--- src/rtl/mul_sequencer.sv ---
// mul_sequencer
//   Radix-2 shift-add multiply/accumulate engine for MUL, MLA and MLS.
//   Operands are captured on an accepted Start. The engine then iterates
//   WIDTH times, applies the accumulate step, and presents a registered
//   result for a single write-back cycle (DONE).
//
// Ports
//   clk      rising-edge clock
//   reset    asynchronous, active-high reset
//   Start    request an operation (sampled in IDLE or DONE)
//   MulOp    00 MUL, 01 MLA, 10 MLS, 11 MUL
//   SrcA     multiplicand
//   SrcB     multiplier
//   SrcC     accumulator operand (MLA/MLS)
//   Busy     high in MULT and ACC
//   Stall    pipeline hold, combinational
//   Done     high for the single DONE cycle
//   Result   registered result, held until the next DONE
//   ResultN  Result[WIDTH-1], registered with Result
//   ResultZ  Result == 0, registered with Result
module mul_sequencer #(
  parameter int WIDTH = 32
) (
  input  logic             clk,
  input  logic             reset,
  input  logic             Start,
  input  logic [1:0]       MulOp,
  input  logic [WIDTH-1:0] SrcA,
  input  logic [WIDTH-1:0] SrcB,
  input  logic [WIDTH-1:0] SrcC,
  output logic             Busy,
  output logic             Stall,
  output logic             Done,
  output logic [WIDTH-1:0] Result,
  output logic             ResultN,
  output logic             ResultZ
);

  localparam int CW = $clog2(WIDTH) + 1;
  localparam logic [CW-1:0] LAST_ITER = CW'(WIDTH - 1);

  localparam logic [1:0] S_IDLE = 2'd0;
  localparam logic [1:0] S_MULT = 2'd1;
  localparam logic [1:0] S_ACC  = 2'd2;
  localparam logic [1:0] S_DONE = 2'd3;

  localparam logic [1:0] OP_MLA = 2'b01;
  localparam logic [1:0] OP_MLS = 2'b10;

  logic [1:0]       state_q, state_d;
  logic [WIDTH-1:0] a_q, a_d;
  logic [WIDTH-1:0] b_q, b_d;
  logic [WIDTH-1:0] c_q, c_d;
  logic [1:0]       op_q, op_d;
  logic [WIDTH-1:0] prod_q, prod_d;
  logic [CW-1:0]    count_q, count_d;
  logic [WIDTH-1:0] result_q, result_d;
  logic             n_q, n_d;
  logic             z_q, z_d;
  logic [WIDTH-1:0] acc_val;

  always_comb begin
    case (op_q)
      OP_MLA:  acc_val = c_q + prod_q;
      OP_MLS:  acc_val = c_q - prod_q;
      default: acc_val = prod_q;
    endcase
  end

  always_comb begin
    state_d  = state_q;
    a_d      = a_q;
    b_d      = b_q;
    c_d      = c_q;
    op_d     = op_q;
    prod_d   = prod_q;
    count_d  = count_q;
    result_d = result_q;
    n_d      = n_q;
    z_d      = z_q;
    case (state_q)
      S_IDLE, S_DONE: begin
        if (Start) begin
          a_d     = SrcA;
          b_d     = SrcB;
          c_d     = SrcC;
          op_d    = MulOp;
          prod_d  = '0;
          count_d = '0;
          state_d = S_MULT;
        end else begin
          state_d = S_IDLE;
        end
      end
      S_MULT: begin
        if (b_q[0]) begin
          prod_d = prod_q + a_q;
        end
        a_d     = a_q << 1;
        b_d     = b_q >> 1;
        count_d = count_q + CW'(1);
        // Count is sampled before increment, so the WIDTH-th iteration edge exits.
        if (count_q == LAST_ITER) begin
          state_d = S_ACC;
        end
      end
      S_ACC: begin
        result_d = acc_val;
        n_d      = acc_val[WIDTH-1];
        z_d      = (acc_val == '0);
        state_d  = S_DONE;
      end
      default: state_d = S_IDLE;
    endcase
  end

  always_ff @(posedge clk or posedge reset) begin
    if (reset) begin
      state_q  <= S_IDLE;
      a_q      <= '0;
      b_q      <= '0;
      c_q      <= '0;
      op_q     <= '0;
      prod_q   <= '0;
      count_q  <= '0;
      result_q <= '0;
      n_q      <= 1'b0;
      z_q      <= 1'b1;
    end else begin
      state_q  <= state_d;
      a_q      <= a_d;
      b_q      <= b_d;
      c_q      <= c_d;
      op_q     <= op_d;
      prod_q   <= prod_d;
      count_q  <= count_d;
      result_q <= result_d;
      n_q      <= n_d;
      z_q      <= z_d;
    end
  end

  assign Busy    = (state_q == S_MULT) || (state_q == S_ACC);
  assign Done    = (state_q == S_DONE);
  assign Stall   = ((state_q == S_IDLE) && Start) || Busy;
  assign Result  = result_q;
  assign ResultN = n_q;
  assign ResultZ = z_q;

endmodule

--- config.mk ---
export PLATFORM = sky130hd
export DESIGN_NAME = mul_sequencer
export DESIGN_NICKNAME = d
export VERILOG_FILES = /design/src/rtl/mul_sequencer.sv
export SDC_FILE = /design/constraint.sdc
export NUM_CORES = 1
export LEC_CHECK = 0
export ABC_AREA = 0
export BUFFER_PORTS_ARGS = -buffer_cell sky130_fd_sc_hd__buf_2
export CAP_MARGIN = 15
export CORE_ASPECT_RATIO = 0.5
export CORE_MARGIN = 5
export CORE_UTILIZATION = 25
export CTS_CLUSTER_SIZE = 30
export DETAILED_ROUTE_END_ITERATION = 16
export GPL_ROUTABILITY_DRIVEN = 0
export PLACE_DENSITY_LB_ADDON = 0.3
export SYNTH_ARGS = -nofsm -noshare
export SYNTH_HDL_FRONTEND = slang
export SYNTH_SLANG_ARGS = --single-unit
--- constraint.sdc ---
create_clock -name clk -period 7.7 [get_ports clk]
set_input_delay 0.77 -clock clk [delete_from_list [all_inputs] [get_ports clk]]
set_output_delay 0.77 -clock clk [all_outputs]
set_load 0.05 [all_outputs]
# Yosys cells after proc, flatten, opt, wreduce, memory -nomap -nowiden
# Index checks and enable logic that the tools add are counted.
# Widths: inputs -> output; s select.
[word_totals] ff_bits=172 inputBits=101 output_inout_bits=37 elab_cells=46
[classes] addsub=4 n_eq_ne=9 mux=13 reduce_logical=10
[ops] cell="$pmux 32 s2" count=4
[ops] cell="$mux 32" count=4
[ops] cell="$add 32x32->32" count=2
[ops] cell="$logic_not 32->1" count=1
[ops] cell="$sub 32x32->32" count=1
[ops] cell="$pmux 6 s2" count=1
[ops] cell="$add 6x1->6 const B" count=1
[ops] cell="$eq 2x2->1 const B" count=3
[ops] cell="$eq 6x5->1 const B" count=1
[ops] cell="$mux 6" count=1
[ops] cell="$ne 2x2->1 const B" count=3
[ops] cell="$pmux 2 s3" count=1
[ops] cell="$eq 2x1->1 const B" count=2
[ops] cell="$reduce_and 2->1" count=2
[ops] cell="$reduce_and 3->1" count=1
[ops] cell="$logic_not 2->1" count=1
[ops] cell="$logic_or 1x1->1" count=2
[ops] cell="$mux 2" count=1
[ops] cell="$reduce_bool 2->1" count=1
[ops] cell="$reduce_or 2->1" count=1
[ops] cell="$logic_and 1x1->1" count=1
[ops] cell="$mux 1" count=1

# Depth between registers and ports, before layout
# Gate-level depths: netlist of the first run.
[logic_depth] depth_word=4 mapped_depth=21 ltp_nobuf=20

# Worst setup path after synthesis of the first run
# Ideal clock, no wire load.
[synth_timing] kind="register to register" start="register prod_q[2]" end="register z_q (netlist: ResultZ)" setup_time_ns=0.070 t_arrival_ns=4.885 t_required_ns=7.630 setup_slack_ns=2.745 path_stages_with_launch=21 n_path_buf=1 synth_period_minus_slack_ns=4.955 path_cell_list="dfrtp_1 > clkbuf_1 > nor4_1 > nand2_1 > nor2_1 > nand2_1 > nor3_1 > nor2_1 > xnor2_1 > ha_1 > a21o_1 > a21o_1 > a21o_1 > a211o_2 > or4_4 > a221oi_4 > xnor2_1 > a2111oi_2 > nand4b_1 > a2111o_1 > o2bb2ai_2"
[synth_between] elab_chain_len=3 word_cells_on_any_way=4 cone_classes="add/sub (2); mux (1); reduce/logical (1)"
[synth_rtl] item="start: declaration" line_no="55" source="logic [WIDTH-1:0] prod_q, prod_d;"
[synth_rtl] item="start signal: assignment" line_no="135" source="prod_q <= prod_d;"
[synth_rtl] item="$sub 32x32->32 or $add 32x32->32 (tied branches)" line_no="65, 64"
[synth_rtl] item="$pmux 32 s2 (*)" line_no="63" source="case (op_q)"
[synth_rtl] item="$logic_not 32->1 (*)" line_no="110" source="z_d = (acc_val == '0);"
[synth_rtl] item="end signal: assignment" line_no="139" source="z_q <= z_d;"
[synth_rtl] item="end: declaration" line_no="59" source="logic z_q, z_d;"
# Every way passes the cells marked *; elsewhere a longest branch is shown, timed or not.
# A chain may end at the register's enable or synchronous reset.

# Final worst setup path of the first run
[layout_timing] start="register prod_q[3]" end="register z_q (netlist: ResultZ)"
# The elaborated chain is that of the path after synthesis.

==> flow_summary.yaml, run 1 <==
floorplan:
  die_w_microns: 312
  ioPinCount: 138
  die_h_microns: 161
  core_area_sq_um: 45100
  num_rows: 55
  start_util_pct: 25.3
  fp.dieArea_sq_um: 50300
clock_tree:
  hold_buffers: 0
  root_buffer: "clkbuf_16"
  numCtsBuffers: 17
  cts_setup_buffers: 0
  h-tree-depth: 4
  clock_sinks: 171
  clkTransAtPathRegs_ns: 0.08
  clk_path_buf_depth: 2
  cts_tree: "done"
  cts_resized: 0
  clk_latency_ns: 0.45
timing:
  finalSetupViolations: 0
  slew_headroom_pct: 27.8
  tns_ns: 0
  hold_viol_final: 0
  rsz0062_at_grt: "false"
  period_share_pct: 72.7
  fmax_mhz: 179
  finalClockSkew_ns: 0.0134
  slew_violations: 0
  worstMarginPinSlew_ns: 1.08
  period_minus_slack_ns: 5.60
critical_path:
  cp.arrival_ns: 5.98
  crit_type: "register to register"
  crit_path_end_kind: "register"
  crit_fanout: 8
  required_ns: 8.08
  start_kind: "register"
global_route:
  grt_first_pass_wirelength_microns: 52600
  grt_pass1_vias: 9306
  grt_overflow_total: 0
  grt_max_degree: 81
  grt_usage_pct: 13.0
  antenna_found_initial: 1
synth:
  yosysTopAreaCell: "dfrtp_1"
  yosysSeqAreaShare_pct: 37.5
  synth_area_sq_um: 11400
  ys_seq_elements: 171
  yosysMostFrequentCell: "dfrtp_1"
  synth_cell_types: 79
  syn-num-nets: 1418
  netlist_top_cells_area: "dfrtp_1, ha_1, mux2i_1"
  synth_edf_count: 0
  synthTopCellsByCount: "dfrtp_1, nand2_1, o21ai_0"
  synthArstFlopShare_pct: 100
  ys.warnings.count: 0
  synth_top_area_share_pct: 37.3
  avgSynthCellArea_sq_um: 9.16
  synthFlopType: "dfrtp_1"
  synthCells: 1246
cells_and_area:
  finalNetCount: 1522
  syn2layout_area_growth_pct: 16.3
  drive_above_1_share_pct: 18.3
  nFillCells: 4795
place:
  io_buffers: 137
  dpl.hpwl_microns: 24800
drt:
  viasPerCell: 4.83
  first_pass_iters: 6
  vias: 9471
  wl_microns: 33000
  drtIter0Drc: 534
  detail_route.drc_violations: 0
  ant_nets: 0
  wl_per_cell_microns: 16.8
min_path:
  hold_class: "input port to asynchronous set/reset pin"
flow_run:
  max_cap_violations: 0
run_status:
  status: "finished clean"
==> worst paths after layout <==
kind | startpoint | to | slack [ns] | depth (start not counted)
min in group clk | b_q[9]$_DFFE_PP0P_ | b_q[9]$_DFFE_PP0P_ | 0.48 | 2
hold reg to reg | b_q[9]$_DFFE_PP0P_ | b_q[9]$_DFFE_PP0P_ | 0.48 | 2
setup reg to reg | prod_q[3]$_DFFE_PP0P_ | ResultZ$_DFFE_PP1P_ | 2.10 | 19
setup / recovery | prod_q[3]$_DFFE_PP0P_ | ResultZ$_DFFE_PP1P_ | 2.10 | 19
hold / removal | reset | state_q[1]$_DFFE_PP0P_ | 0.37 | 2
max in group asynchronous | reset | a_q[23]$_DFFE_PP0P_ | 6.12 | 3
==> kinds of logic after synthesis <==
family	count (synthesis)	share of synthesized area, %
buffers and inverters	87	3.21
AO/OA/AOI/OAI	352	19.9
XOR/XNOR	70	5.37
adder cells (fa/ha/maj)	71	7.92
AND/OR/NAND/NOR	379	15.4
multiplexers	116	10.7
flip-flops	171	37.5
==> worst max-delay path, cell delays in order (launching register included) <==
cell       delay, ns
dfrtp_1         0.48
nor4_1          0.58
nand2_1         0.20
nor2_1          0.28
nand2_1         0.13
nor3_1          0.28
nor2_1          0.09
xnor2_1         0.23
ha_1            0.35
a21o_1          0.21
a21o_1          0.17
a21o_1          0.21
a211o_2         0.32
or4_4           0.51
a221oi_4        0.27
xnor2_1         0.14
a2111oi_2       0.36
nand4b_1        0.17
a2111o_1        0.42
o2bb2ai_2       0.12
==> metal layers <==
metal  routed length, microns  vias to the layer above  share of wire (%)  GRT usage, %
met4                      364                        0                1.1          2.56
met5                        0                        -                  0             0
li1                         -                     4742                  -             -
met1                    16500                     4580                 50          18.3
met3                      765                       17                2.3          2.14
met2                    15300                      132                 46          21.4
==> state kept, by name, indices dropped and copies added, names as in the netlist <==
signal / count
c_q: 32
state_q: 2
count_q: 6
prod_q: 32
a_q: 32
op_q: 2
ResultZ: 1
b_q: 32
Result: 32
==> area by class of cell <==
cell class / instances / area, sq um / area share, %
well taps: 598 / 748 / 5.64
diodes: 1 / 2.50 / 0.0188
clock inverters: 13 / 156 / 1.18
clock buffers: 19 / 433 / 3.26
repair buffers: 146 / 753 / 5.67
multi-input cells: 988 / 6800 / 51.2
inverters: 26 / 103 / 0.773
flip-flops and latches: 171 / 4280 / 32.2
==> per-stage QoR <==
stage	cells	instance area [sq um]	hold WS, ns	worst slack (ns)	util [%]
6_report	1962	13300	0.370	2.10	29.4
5_1_grt	1962	13300	0.396	1.73	29.4
4_1_cts	1961	13300	0.378	2.15	29.4
3_5_place_dp	1929	12700	0.471	2.20	28.1
3_3_place_gp	1929	12700	0.461	2.25	28.1
2_1_floorplan	1246	11400	0.450	2.30	-
==> cell usage in the layout, fill, tap and decap left out, types with 6 or more instances in the layout <==
| cell type | synthesis | final |
|---|---|---|
| mux2_2 | 48 | 48 |
| nor2b_1 | 11 | 10 |
| nand2b_1 | 12 | 12 |
| xor2_1 | 27 | 27 |
| buf_4 | 1 | 9 |
| dfrtp_1 | 170 | 170 |
| a31oi_1 | 18 | 18 |
| inv_1 | 26 | 25 |
| nand3_1 | 15 | 15 |
| mux2i_1 | 68 | 68 |
| nor3b_1 | 12 | 12 |
| a21oi_1 | 61 | 60 |
| nand4_1 | 6 | 6 |
| o211ai_1 | 6 | 6 |
| o21a_1 | 8 | 8 |
| o21ai_0 | 115 | 115 |
| ha_1 | 69 | 66 |
| clkbuf_16 | 0 | 17 |
| o21ai_1 | 13 | 13 |
| and3_1 | 12 | 12 |
| nand2_1 | 164 | 164 |
| nor3_1 | 25 | 25 |
| a21o_1 | 38 | 38 |
| nor4_1 | 12 | 12 |
| nor2_1 | 84 | 84 |
| o22ai_1 | 6 | 6 |
| a211o_1 | 7 | 7 |
| a211oi_1 | 12 | 12 |
| o31ai_1 | 7 | 7 |
| buf_2 | 2 | 137 |
| xnor2_1 | 43 | 43 |
Power of run 1 is not shown: default switching activity piles up to over one toggle a cycle in this logic, so the estimate is an artifact.
==> run 2, diff against run 1 <==
--- a/config.mk
+++ b/config.mk
@@ -5,7 +5,7 @@
 export SDC_FILE = /design/constraint.sdc
 export NUM_CORES = 1
 export LEC_CHECK = 0
-export ABC_AREA = 0
+export ABC_AREA = 1
 export BUFFER_PORTS_ARGS = -buffer_cell sky130_fd_sc_hd__buf_2
 export CAP_MARGIN = 15
 export CORE_ASPECT_RATIO = 0.5
==> constraint.sdc (replaced) <==
create_clock -name clk -period 4.6 [get_ports clk]
set_input_delay 0.46 -clock clk [delete_from_list [all_inputs] [get_ports clk]]
set_output_delay 0.46 -clock clk [all_outputs]
set_load 0.05 [all_outputs]
==> run 2 against run 1 <==
  * Global-route usage increased by 1.1 points
  * First-iteration DRC count grew 45%
  * Sequential cell count unchanged
  * Routed wire length increased by 18%
  * Die area up 9.1%
  * Utilization up 0.11 points
  * Via count grew 26%
  * Non-clock buffer count rose by 2
  * Fmax is 39% higher
  * Worst hold slack lost 0.23 ns
  * Cell area increased by 8.9%
  * Critical path depth rose by 7
==> flow_summary.yaml, run 2 <==
run_status:
  status: "finished clean"
timing:
  period_minus_slack_ns: 4.02
  finalSetupViolations: 0
  tns_ns: 0
  finalClockSkew_ns: 0.0129
  hold_viol_final: 0
  slew_headroom_pct: 35.3
  period_share_pct: 87.3
  fmax_mhz: 249
  whs_ns: 0.137
  worstMarginPinSlew_ns: 0.970
  rsz0062_at_grt: "false"
  slew_violations: 0
synth:
  syn-num-nets: 2033
  yosysTopAreaCell: "dfrtp_1"
  netlist_top_cells_area: "dfrtp_1, nand2_1, inv_1"
  synth_top_area_share_pct: 34.0
  synth_area_sq_um: 12500
  ys_seq_elements: 171
  yosysSeqAreaShare_pct: 34.2
  synthArstFlopShare_pct: 100
  avgSynthCellArea_sq_um: 6.72
  yosysMostFrequentCell: "nand2_1"
  synth_edf_count: 0
  synth_cell_types: 52
  synthTopCellsByCount: "nand2_1, inv_1, nor2_1"
  synthFlopType: "dfrtp_1"
  ys.warnings.count: 0
  synthCells: 1861
floorplan:
  die_w_microns: 326
  num_rows: 57
  core_area_sq_um: 49000
  fp.dieArea_sq_um: 54800
  die_h_microns: 168
  start_util_pct: 25.5
  ioPinCount: 138
critical_path:
  setup.worst_path.end: "ResultZ$_DFFE_PP1P_"
  cpMaxStageDelayCell: "dfrtp_1"
  crit_type: "register to register"
  reg2reg_depth: 26
  cp.arrival_ns: 4.40
  start_kind: "register"
  r2r-end: "ResultZ$_DFFE_PP1P_"
  r2r_start: "prod_q[1]$_DFFE_PP0P_"
  cp-startpoint: "prod_q[1]$_DFFE_PP0P_"
  crit_fanout: 5
  required_ns: 4.99
  worst_path_most_repeated_cell: "nand2_1"
  cpPeakStageDelay_ns: 0.43
  crit_path_end_kind: "register"
  r2r_slack_ns: 0.58
drt:
  viasPerCell: 4.55
  vias: 11972
  detail_route.drc_violations: 0
  drtIter0Drc: 773
  ant_nets: 0
  wl_per_cell_microns: 14.8
  first_pass_iters: 7
  wl_microns: 39000
clock_tree:
  clk_latency_ns: 0.46
  cts_tree: "done"
  clk_path_buf_depth: 2
  clkTransAtPathRegs_ns: 0.07
  clock_sinks: 171
  cts_resized: 0
  h-tree-depth: 4
  numCtsBuffers: 17
  root_buffer: "clkbuf_16"
  cts_setup_buffers: 0
  hold_buffers: 0
place:
  io_buffers: 137
  placed_area_sq_um: 13900
  dpl.hpwl_microns: 30600
cells_and_area:
  syn2layout_area_growth_pct: 15.7
  antennaDiodeCount: 0
  finalNetCount: 2141
  stdcell_area_sq_um: 14500
  final_common_cell: "nand2_1"
  nFillCells: 5427
  fin_util_pct: 29.5
  final_cell_mix: "nand2_1, inv_1, nor2_1, dfrtp_1, buf_2"
  drive_above_1_share_pct: 11.9
min_path:
  hold_class: "input port to asynchronous set/reset pin"
global_route:
  grt_usage_pct: 14.1
  grt_max_degree: 100
  antenna_found_initial: 0
  grt_overflow_total: 0
  grt_first_pass_wirelength_microns: 62200
  grt_pass1_vias: 11430
flow_run:
  max_cap_violations: 0
-- run 2: cell families (layout without fill, tap and decap cells) --
family / count (synthesis) / after routing / synth area share, %
AOI/OAI and AO/OA: 315 / 315 / 14.7
xor gates and xnor gates: 33 / 33 / 2.31
adders and majority gates: 71 / 71 / 7.23
buffers and inverters: 309 / 430 / 9.45
DFF: 171 / 171 / 34.2
and+or+nand+nor: 962 / 962 / 32.1
-- run 2: metrics by stage --
stage	cells	setup slack, ns
2_1_floorplan	1861	1.32
3_3_place_gp	2599	0.681
3_5_place_dp	2599	0.631
4_1_cts	2631	0.590
5_1_grt	2631	0.205
6_report	2631	0.584
-- run 2: worst min path at each step --
stage                                 startpoint                     end  slack (ns)
after floorplan           count_q[5]$_DFFE_PP0P_  count_q[5]$_DFFE_PP0P_        0.44
after global placement     Result[7]$_DFFE_PP0P_   Result[7]$_DFFE_PP0P_        0.46
after detailed placement   Result[7]$_DFFE_PP0P_   Result[7]$_DFFE_PP0P_        0.46
after CTS                                  reset     b_q[20]$_DFFE_PP0P_        0.18
after global routing                    SrcC[29]     c_q[29]$_DFFE_PP0P_        0.19
final                                      reset     b_q[20]$_DFFE_PP0P_        0.14
-- run 2: layout make-up --
class | count | area [sq um] | area share [%]
inverters | 250 | 942 | 6.51
flip-flops and latches | 171 | 4280 | 29.6
clock inverters | 14 | 161 | 1.12
multi-input cells | 1381 | 7060 | 48.8
clock buffers | 18 | 429 | 2.97
repair buffers | 148 | 781 | 5.40
well taps | 649 | 812 | 5.62
-- run 2: critical path, delay by kind of cell, from the launching register on --
| family | cells | cell delay [ns] |
|---|---|---|
| flops | 1 | 0.43 |
| xor+xnor | 1 | 0.27 |
| fa+ha+maj | 2 | 0.54 |
| buf+inv | 2 | 0.18 |
| simple gates | 18 | 2.07 |
| compound gates | 3 | 0.44 |
-- run 2: metal layers --
layer  vias up  wire, microns  track usage, %
met5         -              0               0
li1       6219              -               -
met2       212          17800            23.4
met3        45           1210            1.88
met1      5496          19000            19.2
met4         0           1030            4.68
Power of run 2 is left out for the same reason.
